==> config.mk <==
export PLATFORM = sky130hd
export DESIGN_NAME = i2s_rx
export DESIGN_NICKNAME = d
export VERILOG_FILES = /design/src/rtl/i2s_pkg.sv /design/src/rtl/i2s_sync_edge.sv /design/src/rtl/i2s_rx.sv
export SDC_FILE = /design/constraint.sdc
export NUM_CORES = 1
export LEC_CHECK = 0
export ABC_AREA = 1
export CELL_PAD_IN_SITES_DETAIL_PLACEMENT = 0
export CELL_PAD_IN_SITES_GLOBAL_PLACEMENT = 2
export CORE_ASPECT_RATIO = 0.8
export CORE_MARGIN = 1.5
export CORE_UTILIZATION = 35
export CTS_BUF_LIST = sky130_fd_sc_hd__clkbuf_8
export DETAILED_ROUTE_END_ITERATION = 12
export PLACE_DENSITY_LB_ADDON = 0.15
export SLEW_MARGIN = 40
export SYNTH_ARGS = -nofsm -noshare
export SYNTH_HDL_FRONTEND = slang
export SYNTH_SLANG_ARGS = --single-unit
==> constraint.sdc <==
create_clock -name i_mclk -period 3.9 [get_ports i_mclk]
set_clock_uncertainty 0.15 [all_clocks]
set_input_delay 0.78 -clock i_mclk [delete_from_list [all_inputs] [get_ports i_mclk]]
set_output_delay 0.78 -clock i_mclk [all_outputs]
set_load 0.05 [all_outputs]
==> src/rtl/i2s_pkg.sv <==
// Shared definitions for the I2S receive path: FSM states, channel encoding
// and the default sample width common with the transmitter.
package i2s_pkg;

  typedef enum logic [1:0] {
    S_SYNC  = 2'd0,
    S_LEFT  = 2'd1,
    S_RIGHT = 2'd2
  } state_t;

  localparam logic LRCLK_LEFT = 1'b0;

  localparam int DATA_W = 24;

endpackage

==> src/rtl/i2s_sync_edge.sv <==
// Two-flop synchroniser for an asynchronous pin plus a registered rising-edge
// detect on the synchronised level.
module i2s_sync_edge (
  input  logic clk,
  input  logic rst_n,
  input  logic d,
  output logic q,
  output logic rise
);

  logic meta_p0;
  logic sync_p1;
  logic prev_p2;

  always_ff @(posedge clk or negedge rst_n) begin
    if (!rst_n) begin
      meta_p0 <= 1'b0;
      sync_p1 <= 1'b0;
      prev_p2 <= 1'b0;
      rise    <= 1'b0;
    end else begin
      meta_p0 <= d;
      sync_p1 <= meta_p0;
      prev_p2 <= sync_p1;
      rise    <= sync_p1 & ~prev_p2;
    end
  end

  assign q = sync_p1;

endmodule

==> src/rtl/i2s_rx.sv <==
// I2S receiver: oversamples SCLK/LRCLK/SD in the master-clock domain and
// delivers left/right sample pairs over a one-deep valid/ready interface.
module i2s_rx
  import i2s_pkg::*;
#(
  parameter int g_data_width = DATA_W,
  parameter int g_timeout    = 1024
) (
  input  logic                    i_mclk,
  input  logic                    i_mclk_rst_n,
  input  logic                    i_sclk,
  input  logic                    i_lrclk,
  input  logic                    i_sd,
  output logic [g_data_width-1:0] o_left_data,
  output logic [g_data_width-1:0] o_right_data,
  output logic                    o_valid,
  input  logic                    i_ready,
  output logic                    o_overrun,
  input  logic                    i_overrun_clr,
  output logic                    o_locked
);

  localparam int CNT_W = $clog2(g_data_width + 1);
  localparam int TO_W  = (g_timeout > 2) ? $clog2(g_timeout) : 1;
  localparam logic [CNT_W-1:0] CNT_MAX = CNT_W'(g_data_width);
  localparam logic [TO_W-1:0]  TO_MAX  = TO_W'(g_timeout - 1);

  function automatic logic [TO_W-1:0] sat_inc(input logic [TO_W-1:0] v);
    return (v == TO_MAX) ? v : v + TO_W'(1);
  endfunction

  logic sclk_evt;
  logic lr_s;
  logic sd_s;
  logic unused_sclk_q;
  logic unused_lr_rise;
  logic unused_sd_rise;

  // Stage p0/p1: pin synchronisers, edge detect on the bit clock
  i2s_sync_edge u_sclk (
    .clk   (i_mclk),
    .rst_n (i_mclk_rst_n),
    .d     (i_sclk),
    .q     (unused_sclk_q),
    .rise  (sclk_evt)
  );

  i2s_sync_edge u_lrclk (
    .clk   (i_mclk),
    .rst_n (i_mclk_rst_n),
    .d     (i_lrclk),
    .q     (lr_s),
    .rise  (unused_lr_rise)
  );

  i2s_sync_edge u_sd (
    .clk   (i_mclk),
    .rst_n (i_mclk_rst_n),
    .d     (i_sd),
    .q     (sd_s),
    .rise  (unused_sd_rise)
  );

  // Stage p2: delay lrclk/sd by one cycle so they line up with the
  // registered edge pulse and reflect the pins at the sclk rising edge
  logic lr_p2;
  logic sd_p2;

  always_ff @(posedge i_mclk or negedge i_mclk_rst_n) begin
    if (!i_mclk_rst_n) begin
      lr_p2 <= 1'b0;
      sd_p2 <= 1'b0;
    end else begin
      lr_p2 <= lr_s;
      sd_p2 <= sd_s;
    end
  end

  logic                    lr_prev;
  logic                    lr_chg;
  logic [g_data_width-1:0] shreg;
  logic [g_data_width-1:0] shreg_sh;
  logic [g_data_width-1:0] word;
  logic [CNT_W-1:0]        bit_cnt;
  logic [CNT_W-1:0]        cnt_sh;
  logic [CNT_W-1:0]        shamt;
  logic [TO_W-1:0]         to_cnt;
  logic                    timeout;
  state_t                  state;
  state_t                  state_nx;
  logic                    left_ld;
  logic                    frame_done;
  logic [g_data_width-1:0] left_hold;

  assign lr_chg  = sclk_evt && (lr_p2 != lr_prev);
  assign timeout = !sclk_evt && (to_cnt == TO_MAX);

  // The word is finalised from the post-shift value so the bit sampled on
  // the lrclk change edge still lands as the outgoing channel's LSB.
  always_comb begin
    shreg_sh = shreg;
    cnt_sh   = bit_cnt;
    if (bit_cnt < CNT_MAX) begin
      shreg_sh = {shreg[g_data_width-2:0], sd_p2};
      cnt_sh   = bit_cnt + CNT_W'(1);
    end
    shamt = CNT_MAX - cnt_sh;
    word  = shreg_sh << shamt;
  end

  always_comb begin
    state_nx   = state;
    left_ld    = 1'b0;
    frame_done = 1'b0;
    if (timeout) begin
      state_nx = S_SYNC;
    end else if (lr_chg) begin
      case (state)
        S_SYNC: begin
          if (lr_p2 == LRCLK_LEFT) state_nx = S_LEFT;
        end
        S_LEFT: begin
          if (lr_p2 != LRCLK_LEFT) begin
            state_nx = S_RIGHT;
            left_ld  = 1'b1;
          end
        end
        S_RIGHT: begin
          if (lr_p2 == LRCLK_LEFT) begin
            state_nx   = S_LEFT;
            frame_done = 1'b1;
          end
        end
        default: state_nx = S_SYNC;
      endcase
    end
  end

  // Stage p3: deserialiser, frame FSM and link timeout
  always_ff @(posedge i_mclk or negedge i_mclk_rst_n) begin
    if (!i_mclk_rst_n) begin
      state   <= S_SYNC;
      lr_prev <= 1'b0;
      shreg   <= '0;
      bit_cnt <= '0;
      to_cnt  <= '0;
    end else begin
      state <= state_nx;
      if (sclk_evt) begin
        lr_prev <= lr_p2;
        to_cnt  <= '0;
      end else begin
        to_cnt <= sat_inc(to_cnt);
      end
      if (timeout || lr_chg) begin
        shreg   <= '0;
        bit_cnt <= '0;
      end else if (sclk_evt) begin
        shreg   <= shreg_sh;
        bit_cnt <= cnt_sh;
      end
    end
  end

  always_ff @(posedge i_mclk) begin
    if (left_ld) left_hold <= word;
  end

  // Stage p4: one-deep output register with overrun flag
  always_ff @(posedge i_mclk or negedge i_mclk_rst_n) begin
    if (!i_mclk_rst_n) begin
      o_left_data  <= '0;
      o_right_data <= '0;
      o_valid      <= 1'b0;
      o_overrun    <= 1'b0;
    end else begin
      if (frame_done && (!o_valid || i_ready)) begin
        o_left_data  <= left_hold;
        o_right_data <= word;
        o_valid      <= 1'b1;
      end else if (o_valid && i_ready) begin
        o_valid <= 1'b0;
      end
      if (frame_done && o_valid && !i_ready) begin
        o_overrun <= 1'b1;
      end else if (i_overrun_clr) begin
        o_overrun <= 1'b0;
      end
    end
  end

  assign o_locked = (state != S_SYNC);

endmodule

After elaboration in Yosys (flattened, before gate mapping)
Index checks and enable logic that the tools add are counted.

operators by class
  bitwise gates (word level) = 2
  reductions and logical operators = 19
  order comparisons = 1
  mux-type cells = 25
  add/subtract/negate cells = 3
  shift-type cells = 1
  equal/unequal tests = 7

operators by type and width
  kind                   number
  $mux 24                3
  $shl 24x5->24          1
  $mux 10                2
  $mux 5                 3
  $mux 1                 12
  $add 10x1->10 const B  1
  $eq 10x10->1 const B   1
  $reduce_bool 2->1      5
  $mux 2                 4
  $logic_and 1x1->1      6
  $add 5x1->5 const B    1
  $lt 5x5->1 const B     1
  $sub 5x5->5 const A    1
  $pmux 2 s2             1
  $logic_not 1->1        3
  $ne 3x2->1 const B     1
  $ne 3x3->1 const B     1
  $reduce_and 3->1       1
  $eq 2x1->1 const B     1
  $eq 2x2->1 const B     1
  $logic_not 2->1        1
  $logic_or 1x1->1       2
  $ne 2x1->1 const B     1
  $reduce_or 2->1        1
  other kinds (3)        3

word-level totals
  bits of input ports = 7
  word-level logic and storage cells = 78
  bits in registers = 126
  output and inout port bits = 51

Logic depth before layout (Yosys ltp)
Gate-level depths: netlist (run 1).

  depth in word-level cells = 7
  gate-level depth with buffers = 16
  mapped depth without buffers = 15

Modules after synthesis
Synthesis (run 1) repeated with hierarchy kept, for this count alone.

unflattened totals
  cells, all modules = 878
  area, all modules = 6631.4 um^2

modules (own cells, without submodules)
  module         cells an instance  area an instance (um^2)  times used  sequential area each (um^2)
  i2s_rx         860                6301.0                   1           3072.9
  i2s_sync_edge  6                  110.1                    3           100.1

Worst setup path before layout (run 1)
No wires, ideal clock.

  path type = register to register
  start point = register to_cnt[1]
  end point = register left_hold[0] (enable)
  cell stages (with the launch flop) = 10
  period minus slack after synthesis = 3.157 ns
  path buffers = 0
  path slack = 0.743 ns
  data arrival time = 2.602 ns
  library setup time = 0.405 ns
  data required time = 3.345 ns
  path through = dfrtp_1 > ha_1 > nand2_1 > nor2_1 > nand3_1 > nor2_1 > nand2_1 > a31oi_1 > o21ai_0 > nor2_1

on the way
  cells in the longest elaborated chain, start to end = 3

ends and longest elaborated chain
  item                    RTL line       text
  from (decl)             i2s_rx.sv:87   logic [TO_W-1:0] to_cnt;
  from (signal assigned)  i2s_rx.sv:153  to_cnt <= sat_inc(to_cnt);
  $eq 10x10->1            i2s_rx.sv:96   assign timeout = !sclk_evt && (to_cnt == TO_MAX);
  $logic_and 1x1->1       i2s_rx.sv:96
  $mux 1                  i2s_rx.sv:115  if (timeout) begin
  named net left_ld       i2s_rx.sv:91   logic left_ld;
  to (signal assigned)    i2s_rx.sv:166  if (left_ld) left_hold <= word;
  to (decl)               i2s_rx.sv:93   logic [g_data_width-1:0] left_hold;

The timed path passes the listed nets, and every way through them passes these cells.
A chain may end at the register's enable or synchronous reset.

Worst setup path in the final report (run 1)
  start point = register to_cnt[1]
  end point = register left_hold[18] (enable)

The elaborated chain is that of the path after synthesis.

==> summary.txt, run 1 <==
Status
  – Status: finished clean

Critical path
  – Worst setup EP type: flop
  – Worst Setup SP: to_cnt[1]
  – Startpoint types: flop
  – R2R Path Start: to_cnt[1]
  – Crit-path max cell delay: between 300 and 400 ps
  – CP cell instances: ha_1 > nand2_1 > nor2_1 > nand3_1 > nor2_1 > nand2_1 > a31oi_1 > o21ai_0 > nor2_2 > buf_4
  – R2R Setup Slk: 1050 ps
  – Slowest CP cell: dfrtp_1
  – R2R Path End: left_hold[18]
  – Critical path type: reg -> reg
  – Critical path arrival: ~2800 ps
  – Worst path required time: a little under 4000 ps
  – CP Buf/Inv Count: 1
  – Delay-heaviest family, CP: simple AND/OR/NAND/NOR gates
  – Max FO, Critical Path: 24
  – Worst r2r path cells: 10

STA
  – Final Hold Vio Count: 0
  – Worst Hold Slack: about 190 ps
  – Final setup violation count: 0
  – Unrepaired setup endpoints after global routing: no
  – Worst-Margin Slew: about 700 ps
  – Fmax: approximately 350 MHz
  – Slew Limit Fails: 0
  – Rel. slew slack: 52.9%
  – Min Tclk post-route: ~2800 ps
  – Setup TNS: 0 ps
  – Fin crit share: around 73%

Yosys
  – Mean post-synth cell area: around 7.6 um^2
  – Post-synth top area cell: dfrtp_1
  – Largest cells by area after synthesis: dfrtp_1 39%, nand2_1 23%, edfxtp_1 11%, nand3_1 9.6%, o21ai_0 2.5%
  – Synth warn: 0
  – Number of distinct library cells after synthesis: 37
  – Mapped Nets: a little under 900
  – Post-Syn Instances: approximately 870
  – Number of enable flip-flop cells after synthesis: 24
  – Cell with the most instances after synthesis: nand2_1
  – Async SR Flop Fraction: about four fifths
  – Seq/Total Area, Yosys: approximately 50%
  – Top-area cell type share of the netlist area: between 30% and 40%
  – Register bit total from synthesis: 126
  – Post-synthesis cell area: about 6500 um^2
  – Ys flop type: dfrtp_1
  – Commonest cells post-synth: 398 x nand2_1, 126 x nand3_1, 102 x dfrtp_1

Clock tree
  – # hold bufs at CTS: 0
  – Max Root-Sink Buffers: 2
  – Setup bufs post-CTS: 0
  – Clk sink count: around 130
  – Resize count post-CTS: 0
  – Clock transition at the registers of the reported paths: 80 ps
  – CTS Buf Count: 17
  – Worst-Skew Late Latency: ~450 ps
  – Cell chosen for the clock root: clkbuf_8
  – CTS tree: built
  – H-tree depth: 4

Route
  – Via density: slightly below 5
  – Iter 0 DRT Violations: approximately 530
  – ANT nets after route: 0
  – Met3 wire len: approximately 770 um
  – Met2 Wirelength: between 7000 and 8000 um
  – Vias post-DR: about 5800
  – Top layer in use: met4
  – Metal1 wirelength: 9000 um
  – Post-DR wirelength/cell: 14.9 um
  – Drt pass-1 iters: 5
  – Total wire length: 17600 um
  – DRC: 0

Global routing
  – Number of global-route vias before repair: about 5700
  – Initial antenna violation count: 0
  – Gr usage total: ~20%
  – Overflow after GRT: 0
  – Largest net degree at the start of global routing: 57
  – Global-route wire length before repair: about 30000 um

Flow run
  – # Max-Cap Violations: 0

Power
  – Tot Pwr: 4.76 mW
  – Pwr/cell area: between 600 and 700 nW/um^2
  – Net Sw Frac: about 43%
  – Int Pwr: around 2.7 mW
  – Logic pwr share: between 30% and 40%
  – Clock power frac: 25.2%
  – Leakage: about 3.7 nW
  – Seq pwr share: between 30% and 40%
  – Peak supply drop: approximately 0.29 mV
  – Switching pwr: about 2 mW

Finish
  – Ant diodes: 0
  – Share of cells above drive strength 1: 8.41%
  – Nets: 923
  – Cell area after layout: about 7700 um^2
  – Area grow syn2layout: 18.4%

Floorplan
  – IO Count: 58
  – Die area: approximately 20000 um^2
  – FP Rows: between 40 and 50
  – Initial Utilization: ~36%
  – Die Y: 125 um
  – Die width: ~160 um
  – CORE AREA: roughly 18000 um^2

Hold path
  – HP Class: in -> async

Placed design
  – Port Buffer Count: 57
  – DP HPWL: between 10000 and 15000 um
  – GPL Wtd Cong: 0.822
  – DP Area: roughly 7300 um^2
==> area by class of cell <==
cell class | count | area, um^2
well taps | 253 | 317
fillers | 1877 | 10500
multi-input cells | 647 | 2870
clock inverters | 14 | 156
repair buffers | 73 | 701
clock buffers | 18 | 248
flip-flops and latches | 126 | 3270
inverters | 49 | 184
==> power groups by stage <==
stage | Clock [mW] | Combinational (mW) | Sequential (mW)
floorplan | 0 | 0.842 | 2.18
global placement | 0 | 1.89 | 1.69
detailed placement | 0 | 1.89 | 1.69
CTS | 1.23 | 1.89 | 1.67
global route | 1.29 | 2.07 | 1.70
finish | 1.20 | 1.89 | 1.67
==> flip-flops by register name (all words and copies together), names as in the netlist, 2 cells and up <==
signal,count
o_left_data,24
to_cnt,10
left_hold,24
o_right_data,24
state,2
shreg,24
bit_cnt,5
==> routing by layer <==
layer / global-route usage, % / vias up
met5: 0 / -
met4: 4.76 / 0
met3: 4.58 / 18
met2: 29.0 / 143
met1: 28.7 / 2745
li1: - / 2893
==> logic make-up (layout without fill, tap and decap cells) <==
group | Yosys count | in the layout | share of synthesized area, %
flip-flops | 126 | 126 | 50.0
XOR/XNOR | 3 | 3 | 0.689
adder cells (fa/ha/maj) | 2 | 2 | 0.382
buffers and inverters | 93 | 154 | 6.29
AND/OR/NAND/NOR | 579 | 579 | 37.4
AO/OA/AOI/OAI | 63 | 63 | 5.22
==> placed cells by master (no fill, tap or decap), types with 5 or more instances in the layout <==
cell,Yosys,final
nand4_1,6,6
edfxtp_1,24,24
o21ai_0,33,33
nand2_1,398,397
o21ai_1,16,16
clkdlybuf4s50_1,0,56
inv_1,42,42
inv_2,6,6
dfrtp_1,102,102
and2_1,7,7
nand2_2,9,10
clkbuf_8,0,18
nand3_1,126,126
a31oi_1,5,5
nor2_1,20,19
buf_4,4,16
==> worst max path at each step <==
| stage | endpoint | slack (ps) | cells past startpoint |
|---|---|---|---|
| 5_1_grt | shreg[3] | 720 | 9 |
| 4_1_cts | left_hold[21] | 1050 | 10 |
| 2_1_floorplan | left_hold[0] | 740 | 9 |
| 3_5_place_dp | o_right_data[18] | 1060 | 8 |
| 6_report | left_hold[18] | 1050 | 10 |
| 3_3_place_gp | o_right_data[18] | 1100 | 8 |
==> stage by stage <==
stage | worst slack, ps | cells | util [%]
5_1_grt | 723 | 1180 | 42.5
6_report | 1050 | 1180 | 42.5
2_1_floorplan | 743 | 866 | -
4_1_cts | 1050 | 1180 | 42.5
3_3_place_gp | 1100 | 1148 | 40.3
3_5_place_dp | 1060 | 1148 | 40.3
No activity file was read; power rests on OpenSTA's default activity.
==> run 2, diff against run 1 <==
CORE_UTILIZATION = 32   (was 35)
clock period = 2.4 ns   (was 3.9 ns; I/O delays follow)
==> summary.txt, run 2 (same netlist as run 1, synthesis figures left out) <==
STA
  – Unrepaired setup endpoints after global routing: yes
  – Rel. slew slack: 64.6%
  – Final Hold Vio Count: 0
  – Fmax: roughly 430 MHz
  – Min Tclk post-route: between 2000 and 2500 ps
  – Slew Limit Fails: 0
  – Final setup violation count: 0
  – Fin crit share: between 90% and 100%
  – Worst Hold Slack: 202 ps
  – Worst-Margin Slew: roughly 530 ps

Floorplan
  – Initial Utilization: roughly a third
  – Die Y: around 130 um
  – IO Count: 58
  – FP Rows: 46
  – Die width: roughly 160 um
  – CORE AREA: 19900 um^2
  – Die area: around 21000 um^2

Global routing
  – Met1 usage: between 20% and 30%
  – Global Route met2 Usage: 29.7%
  – Overflow after GRT: 0
  – Number of global-route vias before repair: 5795
  – Gr usage total: between 10% and 20%
  – Met3 track demand over resource: 4.17%
  – Grt peak-use layer: met2
  – Largest net degree at the start of global routing: 53
  – Global-route wire length before repair: approximately 31000 um
  – Initial antenna violation count: 0

Hold path
  – HP Class: reg -> reg
  – Hold Path Depth: 0

Route
  – Total wire length: 19800 um
  – Post-DR wirelength/cell: 16.0 um
  – DRC: 0
  – Drt pass-1 iters: 5
  – ANT nets after route: 0
  – Iter 0 DRT Violations: between 400 and 500
  – Vias post-DR: 6060
  – Via density: about 5

Finish
  – Fill cells: between 2000 and 2500
  – Most frequent cells in the layout: 388 x nand2_1, 114 x nand3_1, 102 x dfrtp_1
  – Final Core Density: between 40% and 50%
  – Area grow syn2layout: 33.3%
  – Nets: 970
  – Share of cells above drive strength 1: 16.6%
  – Ant diodes: 0
  – Most common cell after layout, fill and taps aside: nand2_1

Status
  – Status: finished clean

Clock tree
  – Clock transition at the registers of the reported paths: about 90 ps
  – Worst-Skew Late Latency: 460 ps
  – H-tree depth: 4
  – Cell chosen for the clock root: clkbuf_8
  – Clk sink count: 126
  – CTS Buf Count: 17
  – Max Root-Sink Buffers: 2
  – CTS tree: built

Power
  – Net Sw Frac: a little over two fifths
  – Seq pwr share: a little under a third
  – Int Pwr: roughly 5.1 mW
  – Leakage: about 4.2 nW
  – Pwr/cell area: ~1000 nW/um^2
  – Logic pwr share: between 40 and 50%
  – Peak supply drop: between 0.5 and 0.6 mV
  – Switching pwr: 3.65 mW
  – Clock power frac: between 20% and 30%

Critical path
  – Worst r2r path cells: 13
  – Crit-path max cell delay: around 420 ps
  – Startpoint types: flop
  – Slowest CP cell: dfrtp_1
  – Critical path arrival: between 2000 and 3000 ps
  – Critical path type: reg -> reg
  – Worst path required time: approximately 2600 ps
  – WP depth: 13
  – Max FO, Critical Path: 8
  – CP cell instances: ha_4 > nand2_2 > nand2_2 > buf_6 > nor2_4 > nand2_4 > nand2_4 > xor2_4 > buf_6 > buf_12 > nand2_2 > nand3_1 > nand2_1
  – Worst setup EP type: flop
  – Delay-heaviest family, CP: simple AND/OR/NAND/NOR gates
  – Most common cell on crit path: nand2_2
  – CP Buf/Inv Count: 3

Placed design
  – DP HPWL: 13200 um
  – Port Buffer Count: 57
  – GPL Wtd Cong: ~0.84

Flow run
  – # Max-Cap Violations: 0
## run 2: final timing paths
kind,from,end,slack [ps]
worst max-delay path,bit_cnt[1],o_right_data[21],50
worst min-delay path,u_sclk.meta_p0,u_sclk.q,200
worst max register to register,bit_cnt[1],o_right_data[21],50
worst min register to register,u_sclk.meta_p0,u_sclk.q,200
max in group asynchronous,i_mclk_rst_n,o_left_data[19],1070
min in group asynchronous,i_mclk_rst_n,o_right_data[15],330
## run 2: cell type report
cell class,count,area [um^2],share of cell area (%)
clock buffers,17,234,2.68
flip-flops and latches,126,3270,37.5
inverters,49,196,2.25
repair buffers,120,1350,15.5
multi-input cells,647,3110,35.7
well taps,264,330,3.79
clock inverters,15,223,2.55
## run 2: through the flow
stage          setup WS (ps)  total power [mW]  area (um^2)  TNS [ps]  std cells
3_5_place_dp           -33.5              6.15         7700     -96.3       1186
2_1_floorplan           19.2              4.92         6560         0        866
3_3_place_gp            18.2              6.13         7700         0       1186
4_1_cts                 8.49              8.38         8190         0       1219
5_1_grt                -31.4              9.21         8720      -148       1238
6_report                49.0              8.71         8720         0       1238
## run 2: power groups by stage
stage               Sequential, mW  Combinational (mW)  Clock, mW
detailed placement            2.75                3.40          0
global placement              2.74                3.39          0
global route                  2.76                4.12       2.33
floorplan                     3.54                1.38          0
finish                        2.71                3.80       2.19
CTS                           2.71                3.43       2.25
## run 2: layer usage
layer / vias to the layer above / share of wire, %
met2: 89 / 44
li1: 2986 / -
met5: - / 0
met1: 2972 / 52
met4: 0 / 0.68
met3: 13 / 3.2
## run 2: repair_timing
item | in CTS | in global routing
resized for setup | 7 | 59
setup endpoints to repair | 8 | 53
setup buffers | 0 | 11
pin swaps | 0 | 17
gates cloned | 0 | 8
hold buffers | 1 | 0
endpoints found under the hold margin | 23 | 0
